$ cat src/rtl/csa_resolve_accumulator_if.sv
// Beat/result handshake bundle for csa_resolve_accumulator.
// Valid/ready: a transfer happens on a rising clk edge where valid && ready; once raised, valid and payload hold until that edge.
interface csa_resolve_accumulator_if #(
  parameter int IN_SIZE  = 16,
  parameter int ACC_SIZE = 24
);
  logic                in_valid_i;
  logic                in_ready_o;
  logic [IN_SIZE-1:0]  sum_i;
  logic [IN_SIZE-1:0]  carry_i;
  logic                last_i;
  logic                out_valid_o;
  logic                out_ready_i;
  logic [ACC_SIZE-1:0] result_o;
  logic                overflow_o;

  modport master (
    output in_valid_i, sum_i, carry_i, last_i, out_ready_i,
    input  in_ready_o, out_valid_o, result_o, overflow_o
  );

  modport slave (
    input  in_valid_i, sum_i, carry_i, last_i, out_ready_i,
    output in_ready_o, out_valid_o, result_o, overflow_o
  );
endinterface

$ cat src/rtl/csa_resolve_accumulator.sv
// Carry-save group accumulator with iterative chunked carry-propagate resolve.
// Optional overflow flag enabled by defining CSA_ACC_OVF_EN.
module csa_resolve_accumulator #(
  parameter int IN_SIZE  = 16,
  parameter int ACC_SIZE = 24,
  parameter int CHUNK    = 8
) (
  input  logic                           clk_i,
  input  logic                           rst_i,
  csa_resolve_accumulator_if.slave       bus,
  output logic [1:0]                     dbg_state
);

  localparam int NCHUNK = ACC_SIZE / CHUNK;
  localparam int IDX_W  = (NCHUNK > 1) ? $clog2(NCHUNK) : 1;

  typedef enum logic [1:0] {
    ACCUM   = 2'd0,
    RESOLVE = 2'd1,
    OUTPUT  = 2'd2
  } state_t;

  state_t state_q, state_d;

  logic [ACC_SIZE-1:0] acc_s_q, acc_c_q, result_q;
  logic [IDX_W-1:0]    idx_q;
  logic                cin_q;

  logic in_ready, out_valid, accept, out_fire, last_chunk;

  // Two 3:2 layers: {acc_s, acc_c, sum} then {s1, c1, carry}
  logic [ACC_SIZE-1:0] sum_ext, carry_ext;
  logic [ACC_SIZE-1:0] s1, maj1, c1, s2, maj2, c2;

  assign sum_ext   = {{(ACC_SIZE-IN_SIZE){1'b0}}, bus.sum_i};
  assign carry_ext = {{(ACC_SIZE-IN_SIZE){1'b0}}, bus.carry_i};

  assign s1   = acc_s_q ^ acc_c_q ^ sum_ext;
  assign maj1 = (acc_s_q & acc_c_q) | (acc_s_q & sum_ext) | (acc_c_q & sum_ext);
  assign c1   = maj1 << 1;

  assign s2   = s1 ^ c1 ^ carry_ext;
  assign maj2 = (s1 & c1) | (s1 & carry_ext) | (c1 & carry_ext);
  assign c2   = maj2 << 1;

  logic [CHUNK-1:0] s_chunk, c_chunk;
  logic [CHUNK:0]   chunk_sum;

  always_comb begin
    s_chunk = '0;
    c_chunk = '0;
    for (int k = 0; k < NCHUNK; k++) begin
      if (idx_q == IDX_W'(k)) begin
        s_chunk = acc_s_q[k*CHUNK +: CHUNK];
        c_chunk = acc_c_q[k*CHUNK +: CHUNK];
      end
    end
  end

  assign chunk_sum  = {1'b0, s_chunk} + {1'b0, c_chunk} + {{CHUNK{1'b0}}, cin_q};
  assign last_chunk = (idx_q == IDX_W'(NCHUNK-1));

  always_ff @(posedge clk_i) begin
    if (rst_i) state_q <= ACCUM;
    else       state_q <= state_d;
  end

  always_comb begin
    state_d   = state_q;
    in_ready  = 1'b0;
    out_valid = 1'b0;
    case (state_q)
      ACCUM: begin
        in_ready = 1'b1;
        if (bus.in_valid_i && bus.last_i) state_d = RESOLVE;
      end
      RESOLVE: begin
        if (last_chunk) state_d = OUTPUT;
      end
      OUTPUT: begin
        out_valid = 1'b1;
        if (bus.out_ready_i) state_d = ACCUM;
      end
      default: state_d = ACCUM;
    endcase
  end

  assign accept   = bus.in_valid_i && in_ready;
  assign out_fire = out_valid && bus.out_ready_i;

  always_ff @(posedge clk_i) begin
    if (rst_i || out_fire) begin
      acc_s_q <= '0;
      acc_c_q <= '0;
      idx_q   <= '0;
      cin_q   <= 1'b0;
    end else begin
      if (accept) begin
        acc_s_q <= s2;
        acc_c_q <= c2;
      end
      if (state_q == RESOLVE) begin
        cin_q <= chunk_sum[CHUNK];
        idx_q <= last_chunk ? '0 : idx_q + 1'b1;
      end
    end
  end

  // Result bits are overwritten chunk by chunk; only read while out_valid is high.
  always_ff @(posedge clk_i) begin
    if (rst_i) begin
      result_q <= '0;
    end else if (state_q == RESOLVE) begin
      for (int k = 0; k < NCHUNK; k++) begin
        if (idx_q == IDX_W'(k)) result_q[k*CHUNK +: CHUNK] <= chunk_sum[CHUNK-1:0];
      end
    end
  end

`ifdef CSA_ACC_OVF_EN
  logic dropped_q, ovf_q;

  always_ff @(posedge clk_i) begin
    if (rst_i || out_fire) begin
      dropped_q <= 1'b0;
      ovf_q     <= 1'b0;
    end else begin
      if (accept && (maj1[ACC_SIZE-1] || maj2[ACC_SIZE-1])) dropped_q <= 1'b1;
      if (state_q == RESOLVE && last_chunk) ovf_q <= dropped_q | chunk_sum[CHUNK];
    end
  end

  assign bus.overflow_o = ovf_q;
`else
  assign bus.overflow_o = 1'b0;
`endif

  assign bus.in_ready_o  = in_ready;
  assign bus.out_valid_o = out_valid;
  assign bus.result_o    = result_q;
  assign dbg_state       = state_q;

endmodule

$ cat src/flat_wrapper.sv
// flat-port wrapper written by rule: the top's interface ports become plain ports
module csa_resolve_accumulator_flat 
#(
  parameter int IN_SIZE  = 16,
  parameter int ACC_SIZE = 24,
  parameter int CHUNK    = 8
)
  (clk_i, rst_i, dbg_state, bus_in_valid_i, bus_sum_i, bus_carry_i, bus_last_i, bus_out_ready_i, bus_in_ready_o, bus_out_valid_o, bus_result_o, bus_overflow_o);
  csa_resolve_accumulator_if #(.IN_SIZE(IN_SIZE), .ACC_SIZE(ACC_SIZE)) bus_i ();
  input  logic clk_i;
  input  logic rst_i;
  output logic [1:0] dbg_state;
  input wire logic [$bits(bus_i.in_valid_i)-1:0] bus_in_valid_i;
  input wire logic [$bits(bus_i.sum_i)-1:0] bus_sum_i;
  input wire logic [$bits(bus_i.carry_i)-1:0] bus_carry_i;
  input wire logic [$bits(bus_i.last_i)-1:0] bus_last_i;
  input wire logic [$bits(bus_i.out_ready_i)-1:0] bus_out_ready_i;
  output wire logic [$bits(bus_i.in_ready_o)-1:0] bus_in_ready_o;
  output wire logic [$bits(bus_i.out_valid_o)-1:0] bus_out_valid_o;
  output wire logic [$bits(bus_i.result_o)-1:0] bus_result_o;
  output wire logic [$bits(bus_i.overflow_o)-1:0] bus_overflow_o;
  assign bus_i.in_valid_i = bus_in_valid_i;
  assign bus_i.sum_i = bus_sum_i;
  assign bus_i.carry_i = bus_carry_i;
  assign bus_i.last_i = bus_last_i;
  assign bus_i.out_ready_i = bus_out_ready_i;
  assign bus_in_ready_o = bus_i.in_ready_o;
  assign bus_out_valid_o = bus_i.out_valid_o;
  assign bus_result_o = bus_i.result_o;
  assign bus_overflow_o = bus_i.overflow_o;
  csa_resolve_accumulator #(.IN_SIZE(IN_SIZE), .ACC_SIZE(ACC_SIZE), .CHUNK(CHUNK)) u_core (.clk_i(clk_i), .rst_i(rst_i), .bus(bus_i), .dbg_state(dbg_state));
endmodule
$ cat config.mk
export PLATFORM = sky130hd
export DESIGN_NAME = csa_resolve_accumulator_flat
export DESIGN_NICKNAME = d
export VERILOG_FILES = /design/src/rtl/csa_resolve_accumulator_if.sv /design/src/rtl/csa_resolve_accumulator.sv /design/src/flat_wrapper.sv
export SDC_FILE = /design/constraint.sdc
export NUM_CORES = 1
export LEC_CHECK = 0
export ABC_CLOCK_PERIOD_IN_PS = 4100
export CORE_MARGIN = 5
export CORE_UTILIZATION = 40
export CTS_CLUSTER_SIZE = 25
export DETAILED_ROUTE_END_ITERATION = 10
export SYNTH_ARGS = -nofsm -noshare
export SYNTH_HDL_FRONTEND = slang
export SYNTH_SLANG_ARGS = --single-unit
$ cat constraint.sdc
create_clock -name clk_i -period 4.1 [get_ports clk_i]
set_clock_uncertainty 0.2 [all_clocks]
set_input_delay 1.23 -clock clk_i [delete_from_list [all_inputs] [get_ports clk_i]]
set_output_delay 1.23 -clock clk_i [all_outputs]
set_load 0.05 [all_outputs]
==> results of run 1 <==
-- Yosys cell counts, types with 8 or more instances --
cell type	count
clkbuf_1	16
fa_1	32
dfxtp_1	76
buf_2	8
nand2_1	120
o21ai_0	12
ha_1	23
nor2_1	22
mux2i_1	19
a211oi_1	12
a21oi_1	60
-- per-stage QoR --
step / instances / total power, mW / utilization, % / area (um^2)
2_1_floorplan: 472 / 1.23 / - / 4230
3_3_place_gp: 648 / 1.39 / 47.9 / 4950
3_5_place_dp: 648 / 1.40 / 47.9 / 4950
4_1_cts: 664 / 2.12 / 50.3 / 5190
5_1_grt: 664 / 2.23 / 50.3 / 5190
6_report: 664 / 2.10 / 50.3 / 5190
-- layout make-up --
cell class / instances / area share, %
Multi-Input combinational cell: 359 / 48.9
Inverter: 6 / 0.434
Sequential cell: 76 / 29.3
Clock buffer: 9 / 2.38
Timing Repair Buffer: 71 / 13.3
Clock inverter: 7 / 2.38
Tap cell: 136 / 3.28
-- routing by layer --
metal	vias to the layer above	part of all wire, %
li1	1695	-
met1	1652	46
met2	73	49
met3	10	4.8
met4	0	0.92
met5	-	0
-- worst max path at each step --
stage                                                start                                    to  cells past startpoint
final                         u_core.idx_q[1]$_SDFFE_PP0N_   u_core.bus.result_o[6]$_SDFFE_PP0P_                      9
after global routing          u_core.idx_q[1]$_SDFFE_PP0N_  u_core.bus.result_o[22]$_SDFFE_PP0P_                      9
after CTS                 u_core.dbg_state[1]$_SDFFE_PP0P_                       bus_out_valid_o                      2
after floorplan               u_core.idx_q[1]$_SDFFE_PP0N_   u_core.bus.result_o[6]$_SDFFE_PP0P_                     11
after global placement                        bus_sum_i[1]        u_core.acc_s_q[1]$_SDFFE_PP0P_                      5
after detailed placement                      bus_sum_i[1]        u_core.acc_s_q[1]$_SDFFE_PP0P_                      5
-- cells in the final DEF, fill, tap and decap left out, drive strengths merged, types with 6 or more instances in the layout --
| master | n |
|---|---|
| nor2 | 22 |
| nor2b | 7 |
| ha | 23 |
| o21ai | 12 |
| o22ai | 7 |
| inv | 7 |
| fa | 32 |
| a21oi | 60 |
| dfxtp | 76 |
| buf | 7 |
| a211oi | 12 |
| clkdlybuf4s50 | 64 |
| mux2i | 19 |
| nand2b | 6 |
| nand2 | 120 |
| clkbuf | 9 |
-- report_power, final --
group          switching, mW  total (mW)  internal (mW)
clock                  0.305       0.714          0.410
combinational          0.297       0.531          0.234
sequential            0.0579       0.851          0.793
-- kinds of logic (layout without fill, tap and decap cells) --
family	after synthesis	in the layout
AO/OA/AOI/OAI	111	111
XOR/XNOR	2	2
adder cells (fa/ha/maj)	55	55
buffers and inverters	37	93
flip-flops	76	76
multiplexers	19	19
other	1	1
AND/OR/NAND/NOR	171	171
-- worst min-delay path, stage by stage (launching register included) --
cell and delay (ns):
dfxtp_1 0.32, nand2_1 0.05, a21oi_1 0.05
-- state kept, by name, summed over array words and instances (netlist names) --
name                 count
u_core.acc_c_q          23
u_core.idx_q             2
u_core.acc_s_q          24
u_core.bus.result_o     24
u_core.cin_q             1
u_core.dbg_state         2
==> results.json, run 1 <==
{
  "run_status": "completed",
  "max-cap-violations": 0,
  "setup.reg_to_reg.worst_slack_ns": 0.84,
  "initial_core_util_pct": 40.9,
  "grt_use_met1_pct": 21.2,
  "synthToLayoutAreaGrowth_pct": 22.9,
  "fp.dieH_um": 113,
  "hold_path_stages": 2,
  "achievable-frequency_mhz": 307,
  "buffer_ports.inserted": 64,
  "hold_class": "reg -> reg",
  "crit_path_largest_cell_delay_ns": 0.84,
  "grt_overflow_total": 0,
  "synth_edf_count": 0,
  "synth_top_area_share_pct": 36.0,
  "hold_path_startpoint": "u_core.bus.result_o[19]$_SDFFE_PP0P_",
  "ys_async_sr_fraction_pct": 0,
  "grt-busiest-layer": "met2",
  "end_kind": "register",
  "synth_area_leaders": "dfxtp_1 36%, fa_1 15%, nand2_1 11%, a21oi_1 7.1%, ha_1 6.8%",
  "postSynthAreaPerCell_um2": 8.95,
  "synth_seq_cells": 76,
  "synth.cell_area_um2": 4230,
  "multi_input_area_um2": 2540,
  "r2r_end": "u_core.bus.result_o[6]$_SDFFE_PP0P_",
  "via_count_of_the_first_global_routing_pass": 3395,
  "firstDrtPassIters": 4,
  "io_pins": 66,
  "setup_repair_after_global_routing_missed_its_margin": "false",
  "ctsHtreeMaxLevel": 3,
  "worst_hold_endpoint": "u_core.bus.result_o[19]$_SDFFE_PP0P_",
  "worstPathCellList": "nor2b_1 -> a22oi_1 -> fa_1 -> fa_1 -> nor2b_4 -> o31a_1 -> or4_1 -> o311ai_2 -> o31ai_1",
  "vdd_ir_drop_max_uv": 197,
  "period_minus_slack_ns": 3.26,
  "bufs_on_longest_clock_path": 2,
  "clock_tree_from_tritoncts": "done",
  "sequential_element_share_of_the_synthesized_area_pct": 36.0,
  "yosys-mux-area-fraction_pct": 4.50,
  "slew_violations": 0,
  "detailroute.via_count": 3430,
  "cp_top_family": "adder cells",
  "drt.antenna.violating_nets": 0,
  "place_ws_ns": 0.897,
  "tritoncts.num_buffers": 9,
  "drive_gt1_share_pct": 5.11,
  "wl_mm": 9.97,
  "timing.hold.ws_ns": 0.256,
  "final_net_count": 615,
  "cts-hold-fix-buffers": 0,
  "timing.critical_path.required_ns": 4.17,
  "setup_viol": 0,
  "worstRegToRegCells": 9,
  "worst-endpoint-arrival_ns": 3.33,
  "vias_per_cell": 5.17,
  "fill_cell_instance_count_of_the_final_layout": 1003,
  "drcViolationCount": 0,
  "global_route.usage.met2_pct": 26.3,
  "antenna_found_initial": 0,
  "synthSimpleGateAreaFrac_pct": 17.2,
  "synthAdderAreaFrac_pct": 22.0,
  "post_cts_resize_count": 0,
  "fp.dieArea_um2": 12700,
  "routability_congestion": 0.816,
  "yosys.cell_types.count": 41,
  "power.static_leakage_nw": 1.97,
  "crit-reg2reg-launch": "u_core.idx_q[1]$_SDFFE_PP0N_",
  "period_share_pct": 79.6,
  "detail_route.iter0.violations": 148,
  "detailedPlacementHpwl_mm": 7.45,
  "grt_max_degree": 51,
  "floorplan_core_area_um2": 10300,
  "die-width_um": 113,
  "clock_insertion_delay_worst_skew_ns": 0.36,
  "postSynthNetCount": 564,
  "xor_xnor_cell_area_share_of_the_yosys_netlist_pct": 0.415,
  "finalSetupTns_ns": 0,
  "grt_util_all_layers_pct": 16.1,
  "netlist.top_cell.by_area": "dfxtp_1",
  "antenna_cells": 0,
  "power.density_nw_per_um2": 404,
  "synth-compound-area-share_pct": 15.9,
  "synth-main-ff-cell": "dfxtp_1",
  "count_of_synthesis_stage_warnings_from_yosys": 0,
  "crit_type": "reg -> reg",
  "cts_post_setup_buffers_inserted": 0,
  "clk_pin_slew_worst_paths_ns": 0.09,
  "clock-root-buffer": "clkbuf_8",
  "timing_hold_violations_final": 0,
  "max-slew-margin-rel_pct": 14.6,
  "final-seq-area_um2": 1520,
  "worst-slew-pin-transition_ns": 1.27,
  "post_synth_inst_count": 472,
  "route.detailed.wl_per_inst_um": 15.0,
  "grt_pass1_wl_mm": 16.6,
  "met3_usage_pct": 4.01,
  "crit_slowest_cell": "dfxtp_1",
  "rows": 37,
  "synth_top_family_by_area": "adder cells",
  "timing.final.ws_setup_ns": 0.838,
  "startpoint_type": "register",
  "clkSinkCount": 76,
  "crit_path_frequent_cell": "fa_1",
  "cp_num_buf_inv": 0,
  "critical_path.max_fanout": 27
}
Note: power is estimated with default switching activity, not from simulation.
==> run 2: changes to the inputs <==
--- a/config.mk
+++ b/config.mk
@@ -5,7 +5,7 @@
 export SDC_FILE = /design/constraint.sdc
 export NUM_CORES = 1
 export LEC_CHECK = 0
-export ABC_CLOCK_PERIOD_IN_PS = 4100
+export ABC_CLOCK_PERIOD_IN_PS = 2900
 export CORE_MARGIN = 5
 export CORE_UTILIZATION = 40
 export CTS_CLUSTER_SIZE = 25
==> constraint.sdc (replaced) <==
create_clock -name clk_i -period 2.9 [get_ports clk_i]
set_clock_uncertainty 0.2 [all_clocks]
set_input_delay 0.87 -clock clk_i [delete_from_list [all_inputs] [get_ports clk_i]]
set_output_delay 0.87 -clock clk_i [all_outputs]
set_load 0.05 [all_outputs]
==> results.json, run 2 (synthesized netlist as in run 1, its figures left out) <==
{
  "run_status": "completed",
  "buffer_ports.inserted": 64,
  "antenna_found_initial": 0,
  "swShare_pct": 34.4,
  "fp.dieArea_um2": 12700,
  "route.detailed.wl_per_inst_um": 14.7,
  "crit-reg2reg-launch": "u_core.idx_q[0]$_SDFFE_PP0N_",
  "floorplan_core_area_um2": 10300,
  "drt.antenna.violating_nets": 0,
  "finish.utilization_pct": 51.1,
  "setup_repair_after_global_routing_missed_its_margin": "false",
  "timing_hold_violations_final": 0,
  "worstPathCellList": "nor2_1 -> clkdlybuf4s50_1",
  "clkSinkCount": 76,
  "detailedPlacementHpwl_mm": 7.71,
  "hold_path_startpoint": "u_core.bus.result_o[3]$_SDFFE_PP0P_",
  "final-seq-area_um2": 1530,
  "internal_power_mw": 1.80,
  "max-cap-violations": 0,
  "fp.dieH_um": 113,
  "finalSetupTns_ns": 0,
  "synthToLayoutAreaGrowth_pct": 25.0,
  "period_minus_slack_ns": 2.77,
  "wl_mm": 9.99,
  "clock_tree_from_tritoncts": "done",
  "detailroute.via_count": 3416,
  "multi_input_area_um2": 2540,
  "vdd_ir_drop_max_uv": 303,
  "clock-root-buffer": "clkbuf_8",
  "startpoint_type": "register",
  "antenna_cells": 0,
  "placedInstanceArea_um2": 5090,
  "power.static_leakage_nw": 2.03,
  "firstDrtPassIters": 4,
  "critical_path.max_fanout": 5,
  "combinationalPowerShare_pct": 28.8,
  "detail_route.iter0.violations": 123,
  "p_switching_mw": 0.946,
  "stdcell_area_um2": 5280,
  "die-width_um": 113,
  "grt_pass1_wl_mm": 16.3,
  "most-common-layout-cells": "120 x nand2_1, 74 x dfxtp_1, 63 x clkdlybuf4s50_1",
  "finalPower_mw": 2.75,
  "tritoncts.num_buffers": 9,
  "worstRegToRegCells": 9,
  "via_count_of_the_first_global_routing_pass": 3248,
  "slew_violations": 0,
  "power_frac_seq_pct": 43.6,
  "cp_num_buf_inv": 1,
  "ctsHtreeMaxLevel": 3,
  "worst-endpoint-arrival_ns": 1.70,
  "power.share.clock_pct": 27.7,
  "grt_util_all_layers_pct": 15.9,
  "routability_congestion": 0.829,
  "timing.hold.ws_ns": 0.258,
  "crit_path_largest_cell_delay_ns": 0.83,
  "drcViolationCount": 0,
  "cp_top_family": "buffers and inverters",
  "max-slew-margin-rel_pct": 58.8,
  "hold_class": "reg -> reg",
  "clk_pin_slew_worst_paths_ns": 0.09,
  "grt_max_degree": 50,
  "worst-slew-pin-transition_ns": 0.618,
  "crit_type": "reg -> out",
  "timing.critical_path.required_ns": 1.83,
  "cts_post_setup_buffers_inserted": 0,
  "most_frequent_standard_cell_in_the_layout_excluding_fill_and_tap_cells": "nand2_1",
  "vias_per_cell": 5.02,
  "rows": 37,
  "achievable-frequency_mhz": 361,
  "power.density_nw_per_um2": 521,
  "fill_cell_instance_count_of_the_final_layout": 983,
  "drive_gt1_share_pct": 8.46,
  "setup_viol": 0,
  "worst_hold_endpoint": "u_core.bus.result_o[3]$_SDFFE_PP0P_",
  "r2r_end": "u_core.bus.result_o[22]$_SDFFE_PP0P_",
  "bufs_on_longest_clock_path": 2,
  "hold_path_stages": 2,
  "grt_overflow_total": 0,
  "period_share_pct": 95.5,
  "io_pins": 66,
  "crit_slowest_cell": "clkdlybuf4s50_1",
  "setup.reg_to_reg.worst_slack_ns": 0.15,
  "clock_insertion_delay_worst_skew_ns": 0.35,
  "end_kind": "output port",
  "initial_core_util_pct": 40.9,
  "final_net_count": 631
}
## run 2: cell types whose count changed in the layout (fill, tap and decap cells not counted), moves of 2 or more
cell        change
clkinvlp_4      +3
dfxtp_1         -2
buf_12          +2
inv_6           +3
bufinv_16       -3
buf_4          +14
## run 2: worst max path at each step
| stage | from | to | slack (ns) | depth (start not counted) |
|---|---|---|---|---|
| detailed placement | bus_sum_i[1] | u_core.acc_s_q[1]$_SDFFE_PP0P_ | 0.05 | 5 |
| finish | u_core.dbg_state[1]$_SDFFE_PP0P_ | bus_in_ready_o | 0.13 | 2 |
| global placement | bus_sum_i[1] | u_core.acc_s_q[1]$_SDFFE_PP0P_ | 0.09 | 5 |
| global route | u_core.acc_s_q[8]$_SDFFE_PP0P_ | u_core.bus.result_o[22]$_SDFFE_PP0P_ | 0.02 | 9 |
| floorplan | u_core.idx_q[1]$_SDFFE_PP0N_ | u_core.bus.result_o[6]$_SDFFE_PP0P_ | 0.06 | 11 |
| CTS | u_core.idx_q[1]$_SDFFE_PP0N_ | u_core.bus.result_o[22]$_SDFFE_PP0P_ | 0.07 | 9 |
## run 2: power by group through the flow
| stage | logic (mW) | clock network, mW | registers (mW) |
|---|---|---|---|
| 6_report | 0.791 | 0.760 | 1.20 |
| 5_1_grt | 0.902 | 0.825 | 1.21 |
| 4_1_cts | 0.797 | 0.781 | 1.20 |
| 3_5_place_dp | 0.792 | 0 | 1.23 |
| 3_3_place_gp | 0.777 | 0 | 1.23 |
| 2_1_floorplan | 0.503 | 0 | 1.24 |
## run 2: worst register-to-register path, cell delays in order (launching register included)
cell      delay (ns)
dfxtp_2         0.36
buf_4           0.18
o22a_1          0.18
fa_1            0.44
fa_1            0.49
nor2b_4         0.13
o31a_1          0.18
or4_1           0.15
o311ai_2        0.15
o31ai_1         0.21
## run 2: cell type report
type	count	area share [%]
sequential	76	28.9
timing repair buffer	87	15.9
clock inverter	7	1.09
clock buffer	9	2.35
multi-input combinational	359	48.2
tap	136	3.22
inverter	6	0.427
## run 2: routing by layer
| metal | wire [um] | global-route usage, % | up-vias |
|---|---|---|---|
| met5 | 0 | 0 | - |
| met2 | 4670 | 24.9 | 67 |
| met1 | 4780 | 22.4 | 1617 |
| met3 | 440 | 2.83 | 8 |
| li1 | - | - | 1724 |
| met4 | 99 | 5.05 | 0 |
## run 2: per-stage QoR
step | cells | setup slack, ns
after floorplan | 472 | 0.0631
after global placement | 664 | 0.0896
after detailed placement | 664 | 0.0525
after CTS | 680 | 0.0687
after global routing | 680 | 0.0184
final | 680 | 0.130
## run 2: what timing repair did
| item | CTS | global route |
|---|---|---|
| gates resized for setup | 1 | 4 |
| hold buffers | 0 | 0 |
| gates cloned | 0 | 0 |
| endpoints found under the setup margin | 1 | 10 |
